## config.mk

```make
export PLATFORM = sky130hd
export DESIGN_NAME = fp_align_adder
export DESIGN_NICKNAME = d
export VERILOG_FILES = /design/src/rtl/fp_pkg.sv /design/src/rtl/fp_align_shifter.sv /design/src/rtl/fp_align_adder.sv
export SDC_FILE = /design/constraint.sdc
export NUM_CORES = 1
export LEC_CHECK = 0
export ABC_AREA = 1
export BUFFER_PORTS_ARGS = -buffer_cell sky130_fd_sc_hd__buf_2
export CAP_MARGIN = 40
export CORE_UTILIZATION = 60
export DETAILED_ROUTE_END_ITERATION = 10
export PLACE_DENSITY = 0.93
export SYNTH_ARGS = -nofsm -noshare
export SYNTH_HDL_FRONTEND = slang
export SYNTH_SLANG_ARGS = --single-unit
```

## constraint.sdc

```tcl
create_clock -name clk -period 8.36 [get_ports clk]
set_input_delay 0.418 -clock clk [delete_from_list [all_inputs] [get_ports clk]]
set_output_delay 0.418 -clock clk [all_outputs]
set_load 0.03 [all_outputs]
```

## src/rtl/fp_pkg.sv

```systemverilog
// rtl/fp_pkg.sv - FP32 field widths, unpacked-operand type and special-class bit indices
package fp_pkg;

  localparam int EXP_W  = 8;
  localparam int FRAC_W = 23;
  localparam int MANT_W = 27;
  localparam int BIAS   = 127;

  // Bit positions inside the 3-bit special class {is_nan, is_inf, is_zero}
  localparam int SPC_NAN  = 2;
  localparam int SPC_INF  = 1;
  localparam int SPC_ZERO = 0;

  typedef struct packed {
    logic              sign;
    logic [EXP_W-1:0]  exp;
    logic              hidden;
    logic [FRAC_W-1:0] frac;
  } fp_unpacked_t;

  // Split a binary32 word into fields; the hidden bit is set for any nonzero exponent
  function automatic fp_unpacked_t fp_unpack(input logic [31:0] x);
    fp_unpacked_t u;
    u.sign   = x[31];
    u.exp    = x[30:23];
    u.hidden = (x[30:23] != '0);
    u.frac   = x[22:0];
    return u;
  endfunction

endpackage

```

## src/rtl/fp_align_shifter.sv

```systemverilog
// rtl/fp_align_shifter.sv - combinational 27-bit right shifter with sticky collection
module fp_align_shifter
  import fp_pkg::*;
(
  input  logic [MANT_W-1:0] din,
  input  logic [7:0]        shamt,
  output logic [MANT_W-1:0] dout
);

  logic [MANT_W-1:0] lost;

  // Shift right; any 1 shifted past bit 0 is ORed into the sticky (LSB) position
  always_comb begin
    dout = '0;
    lost = '0;
    if (shamt >= 8'(MANT_W)) begin
      dout = {{(MANT_W-1){1'b0}}, |din};
    end else begin
      dout    = din >> shamt;
      lost    = din & ~({MANT_W{1'b1}} << shamt);
      dout[0] = dout[0] | (|lost);
    end
  end

endmodule

```

## src/rtl/fp_align_adder.sv

```systemverilog
// rtl/fp_align_adder.sv - FP32 pre-normalization align/add stage; optional FP_SPECIAL_EN adds operand classification
module fp_align_adder #(
  parameter int WIDTH  = 32,
  parameter int MANT_W = 27
) (
  input  logic              clk,
  input  logic              rst,
  input  logic              in_valid,
  output logic              in_ready,
  input  logic [WIDTH-1:0]  a,
  input  logic [WIDTH-1:0]  b,
  input  logic              op,
  output logic              out_valid,
  input  logic              out_ready,
  output logic [MANT_W-1:0] result_mant,
  output logic [7:0]        exp_result,
  output logic              carry_out,
  output logic              result_sign,
  output logic              a_sign,
  output logic              b_sign,
  output logic              op_out,
  output logic [2:0]        special
);

  import fp_pkg::*;

  // ---------------- S1: unpack / compare ----------------
  fp_unpacked_t ua, ub;
  logic         sb, eff_sub, a_ge_b, sign_l;
  logic [23:0]  l_sig, s_sig;
  logic [7:0]   l_exp, s_exp, l_exp_eff, s_exp_eff;
  logic [2:0]   spc;

`ifdef FP_SPECIAL_EN
  logic a_nan, b_nan, a_inf, b_inf, a_zero, b_zero;
`endif

  // Order operands by magnitude and form the alignment distance
  always_comb begin
    ua        = fp_unpack(a);
    ub        = fp_unpack(b);
    sb        = ub.sign ^ op;
    eff_sub   = ua.sign ^ sb;
    a_ge_b    = {ua.exp, ua.frac} >= {ub.exp, ub.frac};
    l_sig     = a_ge_b ? {ua.hidden, ua.frac} : {ub.hidden, ub.frac};
    s_sig     = a_ge_b ? {ub.hidden, ub.frac} : {ua.hidden, ua.frac};
    l_exp     = a_ge_b ? ua.exp : ub.exp;
    s_exp     = a_ge_b ? ub.exp : ua.exp;
    sign_l    = a_ge_b ? ua.sign : sb;
    // Denormals behave as exponent 1 for alignment purposes
    l_exp_eff = l_sig[23] ? l_exp : 8'd1;
    s_exp_eff = s_sig[23] ? s_exp : 8'd1;
    spc       = '0;
`ifdef FP_SPECIAL_EN
    a_nan     = (ua.exp == '1) && (ua.frac != '0);
    b_nan     = (ub.exp == '1) && (ub.frac != '0);
    a_inf     = (ua.exp == '1) && (ua.frac == '0);
    b_inf     = (ub.exp == '1) && (ub.frac == '0);
    a_zero    = (ua.exp == '0) && (ua.frac == '0);
    b_zero    = (ub.exp == '0) && (ub.frac == '0);
    spc[SPC_NAN]  = a_nan | b_nan | (a_inf & b_inf & eff_sub);
    spc[SPC_INF]  = ~spc[SPC_NAN] & (a_inf | b_inf);
    spc[SPC_ZERO] = a_zero & b_zero;
`endif
  end

  logic        s1_v, s2_v, s2_en;
  logic [23:0] s1_l_sig, s1_s_sig;
  logic [7:0]  s1_l_exp, s1_d;
  logic        s1_eff_sub, s1_sign_l, s1_a_sign, s1_b_sign, s1_op;
  logic [2:0]  s1_special;

  assign s2_en    = !s2_v || out_ready;
  assign in_ready = !s1_v || s2_en;

  // S1 register: accepts a new beat whenever downstream can make room
  always_ff @(posedge clk) begin
    if (rst) begin
      s1_v       <= 1'b0;
      s1_l_sig   <= '0;
      s1_s_sig   <= '0;
      s1_l_exp   <= '0;
      s1_d       <= '0;
      s1_eff_sub <= 1'b0;
      s1_sign_l  <= 1'b0;
      s1_a_sign  <= 1'b0;
      s1_b_sign  <= 1'b0;
      s1_op      <= 1'b0;
      s1_special <= '0;
    end else if (in_ready) begin
      s1_v <= in_valid;
      if (in_valid) begin
        s1_l_sig   <= l_sig;
        s1_s_sig   <= s_sig;
        s1_l_exp   <= l_exp;
        s1_d       <= l_exp_eff - s_exp_eff;
        s1_eff_sub <= eff_sub;
        s1_sign_l  <= sign_l;
        s1_a_sign  <= ua.sign;
        s1_b_sign  <= ub.sign;
        s1_op      <= op;
        s1_special <= spc;
      end
    end
  end

  // ---------------- S2: align / add ----------------
  logic [MANT_W-1:0] s_aligned, l_mant, nxt_mant;
  logic [MANT_W:0]   sum;
  logic [7:0]        nxt_exp;
  logic              nxt_carry, nxt_sign;

  fp_align_shifter u_shift (
    .din   ({s1_s_sig, 3'b000}),
    .shamt (s1_d),
    .dout  (s_aligned)
  );

  // Add or subtract the aligned significands; the swap keeps subtraction non-negative
  always_comb begin
    l_mant    = {s1_l_sig, 3'b000};
    sum       = s1_eff_sub ? ({1'b0, l_mant} - {1'b0, s_aligned})
                           : ({1'b0, l_mant} + {1'b0, s_aligned});
    nxt_mant  = sum[MANT_W-1:0];
    nxt_carry = sum[MANT_W];
    nxt_exp   = s1_l_exp;
    // Exact cancellation yields +0 under round-to-nearest-even
    nxt_sign  = (s1_eff_sub && (sum == '0)) ? 1'b0 : s1_sign_l;
    if (s1_special[SPC_NAN] || s1_special[SPC_INF]) begin
      nxt_mant  = '0;
      nxt_exp   = 8'hFF;
      nxt_carry = 1'b0;
    end
  end

  // S2 register: holds the output beat while downstream stalls
  always_ff @(posedge clk) begin
    if (rst) begin
      s2_v        <= 1'b0;
      result_mant <= '0;
      exp_result  <= '0;
      carry_out   <= 1'b0;
      result_sign <= 1'b0;
      a_sign      <= 1'b0;
      b_sign      <= 1'b0;
      op_out      <= 1'b0;
      special     <= '0;
    end else if (s2_en) begin
      s2_v <= s1_v;
      if (s1_v) begin
        result_mant <= nxt_mant;
        exp_result  <= nxt_exp;
        carry_out   <= nxt_carry;
        result_sign <= nxt_sign;
        a_sign      <= s1_a_sign;
        b_sign      <= s1_b_sign;
        op_out      <= s1_op;
        special     <= s1_special;
      end
    end
  end

  assign out_valid = s2_v;

endmodule
```

# After elaboration in Yosys (flattened, before gate mapping)

Cells that the tools add are included.

Add/subtract/negate cells: 3
$lt $le $gt $ge: 2
Shift-type cells: 2
Multiplexer cells: 10
Bitwise operators: 5
Reductions and logical operators: 12

Operator list:

| operator                | count |
|---|---|
| $mux W24                | 2 |
| $mux W8                 | 4 |
| $ge A31 B31 Y1          | 1 |
| $add A27 B27 Y28        | 1 |
| $logic_not A28 Y1       | 1 |
| $mux W28                | 1 |
| $sub A27 B27 Y28        | 1 |
| $and A27 B27 Y27        | 1 |
| $mux W27                | 1 |
| $not A27 Y27            | 1 |
| $reduce_or A27 Y1       | 1 |
| $shl A27 B8 Y27 const A | 1 |
| $shr A27 B8 Y27         | 1 |
| $reduce_or A24 Y1       | 1 |
| $reduce_bool A8 Y1      | 2 |
| $ge A8 B5 Y1 const B    | 1 |
| $sub A8 B8 Y8           | 1 |
| $reduce_and A2 Y1       | 2 |
| $logic_not A1 Y1        | 2 |
| $logic_or A1 B1 Y1      | 2 |
| $mux W1                 | 2 |
| $xor A1 B1 Y1           | 2 |
| $logic_and A1 B1 Y1     | 1 |
| $or A1 B1 Y1            | 1 |

Register bits: 111
Input port bits: 69
Output and inout port bits: 45
Logic and storage cells: 52

# Logic depth before layout (Yosys ltp)

Gate-level depths: netlist of the first run.

Depth in word-level cells: 11
Mapped depth: 33
Gate-level depth less buffers: 33

# Cells and area by module

From an unflattened synthesis of the first run, not the netlist that was laid out.

Cell total of the unflattened synthesis: 1941
Area total of the unflattened synthesis: 11284.6 um2

By module, submodules not included:

| module           | times used | cells each | area an instance (um2) | sequential area each (um2) |
|---|---|---|---|---|
| fp_align_adder   | 1          | 1506       | 9186.3                 | 2222.1 |
| fp_align_shifter | 1          | 435        | 2098.3                 | 0.0 |

# Worst setup path before layout of the first run

OpenSTA, ideal clock, no wires.

Path kind: register to register
Start point: register s1_d[2]
End point: register result_sign
Setup time: 0.132 ns
Data arrival time: 3.681 ns
Required time: 8.228 ns
Slack: 4.547 ns
Stages on the path, launching flop included: 31
Path buffers: 3
Period minus slack after synthesis: 3.813 ns
Cells stage by stage: dfxtp_1 > inv_1 > buf_2 > buf_2 > buf_1 > mux2i_1 > nand2_1 > nand2_1 > nand3_1 > inv_1 > ha_1 > inv_1 > fa_1 > inv_1 > nand3_1 > nand2_1 > inv_1 > o21ai_0 > a21oi_1 > o21ai_0 > nand2_1 > o21ai_0 > nand3_1 > nand2_1 > nand2_1 > inv_2 > nand3_1 > nor2_1 > nand4_1 > nand2_1 > a21oi_1

Cells in the longest elaborated chain, start to end: 11
Elaborated cells on any way between the ends: 14
Classes of those cells: 2 x add/sub; 1 x order compare; 2 x shift; 3 x mux; 3 x bitwise; 3 x reduce/logical

RTL lines:

| item                                                 | line                                         | source |
|---|---|---|
| start, declared                                      | fp_align_adder.sv:69                         | `logic [7:0] s1_l_exp, s1_d;` |
| start signal, assigned                               | fp_align_adder.sv:96                         | `s1_d <= l_exp_eff - s_exp_eff;` |
| $shl A27 B8 Y27                                      | fp_align_shifter.sv:20                       | `lost = din & ~({MANT_W{1'b1}} << shamt);` |
| $not A27 Y27                                         | fp_align_shifter.sv:20                       |  |
| $and A27 B27 Y27                                     | fp_align_shifter.sv:20                       |  |
| $reduce_or A27 Y1                                    | fp_align_shifter.sv:21                       | `dout[0] = dout[0] \| (\|lost);` |
| $or A1 B1 Y1                                         | fp_align_shifter.sv:21                       |  |
| $mux W27 *                                           | fp_align_shifter.sv:16                       | `if (shamt >= 8'(MANT_W)) begin` |
| $add A27 B27 Y28 or $sub A27 B27 Y28 (tied branches) | fp_align_adder.sv:123, fp_align_adder.sv:122 |  |
| $mux W28 *                                           | fp_align_adder.sv:122                        | `sum = s1_eff_sub ? ({1'b0, l_mant} - {1'b0, s_aligned})` |
| $logic_not A28 Y1 *                                  | fp_align_adder.sv:128                        | `nxt_sign = (s1_eff_sub && (sum == '0)) ? 1'b0 : s1_sign_l;` |
| $logic_and A1 B1 Y1 *                                | fp_align_adder.sv:128                        |  |
| $mux W1 *                                            | fp_align_adder.sv:128                        |  |
| end signal, assigned                                 | fp_align_adder.sv:154                        | `result_sign <= nxt_sign;` |
| end, declared                                        | fp_align_adder.sv:18                         | `output logic result_sign,` |

Mark *: on every way between the ends. The rest lies on a longest branch, timed or not.
A chain may end at the register's enable or synchronous reset.

# Worst setup path after layout of the first run

Start point: register s1_d[7]
End point: register result_sign

The elaborated chain is that of the path after synthesis.

==> results of run 1 <==
per-layer routing:
layer  global-route usage, %  vias to the layer above  share of wire [%]
met4                    16.9                        0                3.8
li1                        -                     5983                  -
met5                       0                        -                  0
met2                    64.7                      687                 45
met3                    7.45                       99                9.9
met1                    51.6                     5621                 41
Yosys cell counts, drive strengths merged, types with 2 or more instances:
| cell type | number |
|---|---|
| nand2 | 401 |
| a21oi | 213 |
| inv | 207 |
| nor2 | 172 |
| o21ai | 168 |
| nand3 | 160 |
| dfxtp | 111 |
| ha | 88 |
| clkbuf | 69 |
| buf | 32 |
| nand4 | 25 |
| nor3 | 22 |
| a31oi | 18 |
| o211ai | 18 |
| xor2 | 16 |
| nor4 | 8 |
| o21a | 7 |
| or2 | 6 |
| a21o | 5 |
| a211oi | 4 |
| o21bai | 4 |
| o221ai | 4 |
| and3 | 3 |
| xnor2 | 3 |
| a221oi | 2 |
| fa | 2 |
| o31ai | 2 |
power by group:
part           switching, mW  internal (mW)  total (mW)
Clock                  0.219          0.245       0.464
Combinational          0.912          0.379        1.29
Sequential            0.0544          0.576       0.631
Total                   1.18           1.20        2.39
cell type report:
cell class	instances	area (µm²)
multi-input combinational	1360	7120
fill	1593	5840
sequential	111	2220
inverter	207	777
timing repair buffer	123	681
tap	225	282
clock buffer	10	239
clock inverter	6	73.8
final timing paths:
path | startpoint | to | slack (ns) | cells past startpoint
setup / recovery | s1_d[7] | result_sign | 3.35 | 30
hold / removal | out_ready | out_valid | 0.34 | 4
setup reg to reg | s1_d[7] | result_sign | 3.35 | 30
hold reg to reg | s1_b_sign | s1_b_sign | 0.49 | 2
worst max-delay path: cells and delay by family, from the launching register on:
kind            cells  cell delay (ns)
simple gates       17             2.13
compound gates      6             1.15
buf+inv             6             0.81
fa+ha+maj           1             0.41
flops               1             0.34
sequential cells by signal, indices dropped and copies added, names as in the netlist, 8 cells and up:
| signal | count |
|---|---|
| s1_l_sig | 24 |
| result_mant | 27 |
| s1_s_sig | 24 |
| s1_l_exp | 8 |
| exp_result | 8 |
| s1_d | 8 |
layout by cell type, fill, tap and decap left out, types with 4 or more instances in the layout:
cell	instances
a211oi_1	4
a21o_1	5
a21oi_1	213
a31oi_1	18
buf_2	110
buf_4	11
clkbuf_16	9
dfxtp_1	111
ha_1	88
inv_1	200
inv_2	7
nand2_1	397
nand3_1	158
nand4_1	25
nor2_1	167
nor3_1	22
nor4_1	8
o211ai_1	18
o21a_1	7
o21ai_0	161
o21ai_1	7
o21bai_1	4
o221ai_1	4
or2_2	6
xor2_1	16
cells by family after synthesis:
logic type      count (synthesis)  share of synthesized area (%)
other cells                     1                         0.0356
xor+xnor                       19                           1.58
simple gates                  799                           32.2
compound gates                448                           22.8
flops                         111                           21.1
fa+ha+maj                      90                           10.8
mux                             1                         0.0951
buf+inv                       308                           11.4
stage by stage:
step / setup slack, ns / total power [mW] / hold WS (ns)
global route: 2.79 / 2.54 / 0.352
global placement: 3.70 / 1.86 / 0.457
CTS: 3.50 / 2.34 / 0.336
detailed placement: 3.59 / 1.88 / 0.463
floorplan: 4.55 / 1.53 / 0.445
finish: 3.35 / 2.39 / 0.337
==> impl_metrics.json, run 1 <==
{
  "status": "finished, final reports clean",
  "num_vias": 12400,
  "wl_per_cell_um": 17.6,
  "placed_cell_area_um2": 11100,
  "grt_pass1_vias": 11100,
  "synthCells": 1777,
  "cts_resized": 0,
  "io_pins": 114,
  "worst-setup-path-type": "reg2reg",
  "max-slew-margin-rel_pct": 46.3,
  "hold_class": "in2reg",
  "htree_levels": 3,
  "areaGrowthSynthToFinish_pct": 8.31,
  "max_stage_delay_ns": 0.43,
  "insertion_delay_ns": 0.37,
  "final_util_pct": 66.1,
  "rsz0062_at_grt": "false",
  "cts_tree": "built",
  "startpoint_type": "flop",
  "n_antenna_cell": 0,
  "synth.distinct_cells": 44,
  "drtIter0Drc": 1283,
  "core_um2": 17200,
  "power_density_nw_per_um2": 209,
  "grt_pass1_wl_um": 56800,
  "fp.dieW_um": 134,
  "io_buffers": 110,
  "die_h_um": 134,
  "route.detailed.drc": 0,
  "finalMaxSlewViolations": 0,
  "drive_above_1_share_pct": 8.97,
  "rows": 48,
  "arrival_ns": 5.23,
  "final_hold_viol_count": 0,
  "vias_per_cell": 6.07,
  "cts.path.max_buffers": 2,
  "cpMostUsedCell": "nand2_1",
  "cts.sinks": 111,
  "antenna_left": 0,
  "synthTopCellsByArea": "dfxtp_1, nand2_1, ha_1",
  "synth_edf_count": 0,
  "final_cell_area_um2": 11400,
  "post-cts-setup-buffers": 0,
  "antenna_found_initial": 0,
  "leakagePower_nw": 5.89,
  "tightestPinTransition_ns": 0.805,
  "dp_cells": 2026,
  "first_pass_iters": 6,
  "cp-end-kind": "flop",
  "min_period_over_period_pct": 60.0,
  "start_util_pct": 61.0,
  "fin_nets": 1971,
  "netlist_area_um2": 10500,
  "synth_top_area_share_pct": 21.1,
  "ir_drop_uv": 121,
  "crit_fanout": 52,
  "cpMaxStageDelayCell": "buf_4",
  "tns_ns": 0,
  "synth.avg_cell_area_um2": 5.92,
  "cts_made_buffers": 9,
  "finalNonFillerCells": 2042,
  "drv_cap": 0,
  "place_congestion": 1.07,
  "fp.dieArea_um2": 18100,
  "cp.required_ns": 8.57,
  "path_clk_slew_ns": 0.08,
  "grt_usage_pct": 39.9,
  "setup-violations-final": 0,
  "synth_flop_cell": "dfxtp_1",
  "seq_area_frac_synth_pct": 21.1,
  "async_flop_share_pct": 0,
  "drt_wl_total_um": 35900,
  "dpl.hpwl_um": 28000,
  "overflow": 0,
  "ys_ff_latch": 111,
  "worst_clock_skew_ns": 0.0114,
  "postCtsHoldBufs": 0,
  "ys_warn_count": 0,
  "cts_root_buf": "clkbuf_16",
  "fmax_ghz": 0.199,
  "fin_crit_ns": 5.01,
  "synth_top_area_cell": "dfxtp_1",
  "grt_start_max_net_pins": 70
}
No activity file was read; power rests on OpenSTA's default activity.
==> run 2: changes to the inputs <==
Settings changed: CORE_UTILIZATION 60 to 55, PLACE_DENSITY 0.93 to 0.9.
Clock period 8.36 ns to 4.57 ns, I/O delays scaled along.
==> impl_metrics.json, run 2 (synthesis gave the netlist of run 1 again) <==
{
  "cts_root_buf": "clkbuf_16",
  "p_total_mw": 4.54,
  "start_util_pct": 56.3,
  "rr_worst_depth": 25,
  "antenna_left": 0,
  "max-slew-margin-rel_pct": 36.6,
  "setup_ws_ns": 0.291,
  "fp.dieArea_um2": 19700,
  "regMostFlops": "result_mant",
  "status": "finished, final reports clean",
  "tns_ns": 0,
  "ir_drop_uv": 215,
  "comb_power_share_pct": 55.8,
  "p_clk_share_pct": 18.8,
  "final_hold_viol_count": 0,
  "dpl.hpwl_um": 29700,
  "rows": 50,
  "cts_tree": "built",
  "cp.required_ns": 4.80,
  "final_cell_area_um2": 11800,
  "antenna_found_initial": 0,
  "internal-power_mw": 2.26,
  "hold_class": "in2reg",
  "areaGrowthSynthToFinish_pct": 12.1,
  "place_congestion": 0.981,
  "n_antenna_cell": 0,
  "drtIter0Drc": 1181,
  "finalMaxSlewViolations": 0,
  "cts.sinks": 111,
  "drt_wl_total_um": 37100,
  "route.detailed.drc": 0,
  "crit_fanout": 15,
  "fillCellCount": 1767,
  "fmax_ghz": 0.234,
  "startpoint_type": "flop",
  "htree_levels": 3,
  "r2r_start": "s1_d[6]",
  "die_h_um": 140,
  "setup-violations-final": 0,
  "core_um2": 18700,
  "post-place-ws_ns": 0.133,
  "drive_above_1_share_pct": 11.6,
  "holdWs_ns": 0.144,
  "num_vias": 12400,
  "io_pins": 114,
  "dp_cells": 2071,
  "grt_start_max_net_pins": 93,
  "reg_top3": "result_mant (27), s1_l_sig (24), s1_s_sig (24)",
  "insertion_delay_ns": 0.37,
  "fin_nets": 2008,
  "wl_per_cell_um": 17.8,
  "leakagePower_nw": 6.10,
  "postCtsHoldBufs": 0,
  "cp-startpoint": "s1_d[6]",
  "placed_cell_area_um2": 11400,
  "final_util_pct": 63.1,
  "final_common_cell": "nand2_1",
  "grt_usage_pct": 37.6,
  "worst_clock_skew_ns": 0.0158,
  "cp-endpoint": "result_sign",
  "r2r_slack_ns": 0.29,
  "seqPwrFrac_pct": 25.4,
  "overflow": 0,
  "io_buffers": 110,
  "swShare_pct": 50.1,
  "tightestPinTransition_ns": 0.950,
  "rsz0062_at_grt": "false",
  "worst-setup-path-type": "reg2reg",
  "path_clk_slew_ns": 0.09,
  "cp-end-kind": "flop",
  "largest_reg_flops": 27,
  "first_pass_iters": 9,
  "vias_per_cell": 5.95,
  "fin_crit_ns": 4.28,
  "fp.dieW_um": 140,
  "finalNonFillerCells": 2088,
  "p_switching_mw": 2.27,
  "grt_pass1_vias": 11400,
  "rr_endpoint": "result_sign",
  "arrival_ns": 4.50,
  "drv_cap": 0,
  "min_period_over_period_pct": 93.6,
  "power_density_nw_per_um2": 385,
  "grt_pass1_wl_um": 58300,
  "cts_made_buffers": 9,
  "cts.path.max_buffers": 2,
  "mostFrequentLayoutCells": "nand2_1, a21oi_1, inv_1"
}
-- run 2: critical path, stage by stage (launching register included) --
cell       delay (ns)
dfxtp_1          0.34
nor2_4           0.13
buf_12           0.15
buf_4            0.16
nand2_2          0.08
o21a_1           0.26
inv_1            0.16
o21ai_0          0.10
or2_2            0.33
ha_1             0.30
o21bai_1         0.36
a21oi_1          0.18
o21ai_0          0.26
nand2_1          0.08
o2111ai_1        0.18
nand2_1          0.11
a21oi_2          0.24
nand3_1          0.10
nand2_1          0.11
nand2_1          0.07
inv_2            0.04
nand3_1          0.08
nor2_1           0.10
nand4_1          0.09
nand2_1          0.07
a21oi_1          0.05
-- run 2: cell type report --
| type | instances | area, µm² | share of cell area (%) |
|---|---|---|---|
| Sequential cell | 111 | 2230 | 18.9 |
| Clock buffer | 9 | 225 | 1.91 |
| Multi-Input combinational cell | 1360 | 7180 | 60.9 |
| Tap cell | 234 | 293 | 2.48 |
| Timing Repair Buffer | 160 | 987 | 8.37 |
| Inverter | 207 | 779 | 6.61 |
| Clock inverter | 7 | 106 | 0.901 |
-- run 2: layer usage --
layer | GRT usage [%] | part of all wire (%) | vias up
li1 | - | - | 6045
met1 | 49.0 | 42 | 5697
met2 | 61.4 | 45 | 590
met3 | 6.43 | 9.1 | 87
met4 | 15.5 | 3.6 | 0
met5 | 0 | 0 | -
-- run 2: worst min path at each step --
stage / cells past startpoint / start / slack, ns / to
detailed placement: 2 / s1_sign_l / 0.46 / s1_sign_l
floorplan: 2 / a[31] / 0.40 / s1_a_sign
finish: 3 / b[31] / 0.14 / s1_b_sign
CTS: 3 / b[31] / 0.14 / s1_b_sign
global route: 3 / op / 0.16 / s1_op
global placement: 2 / s1_sign_l / 0.45 / s1_sign_l
-- run 2: what timing repair did --
action | in CTS | in global routing
buffers inserted | 0 | 1
endpoints found under the setup margin | 0 | 6
gates resized for setup | 0 | 22
-- run 2: power by group through the flow --
| stage | logic, mW | registers, mW | clock network [mW] |
|---|---|---|---|
| detailed placement | 2.42 | 1.17 | 0 |
| global route | 2.79 | 1.16 | 0.895 |
| floorplan | 1.61 | 1.19 | 0 |
| CTS | 2.43 | 1.14 | 0.862 |
| finish | 2.53 | 1.15 | 0.855 |
| global placement | 2.41 | 1.16 | 0 |
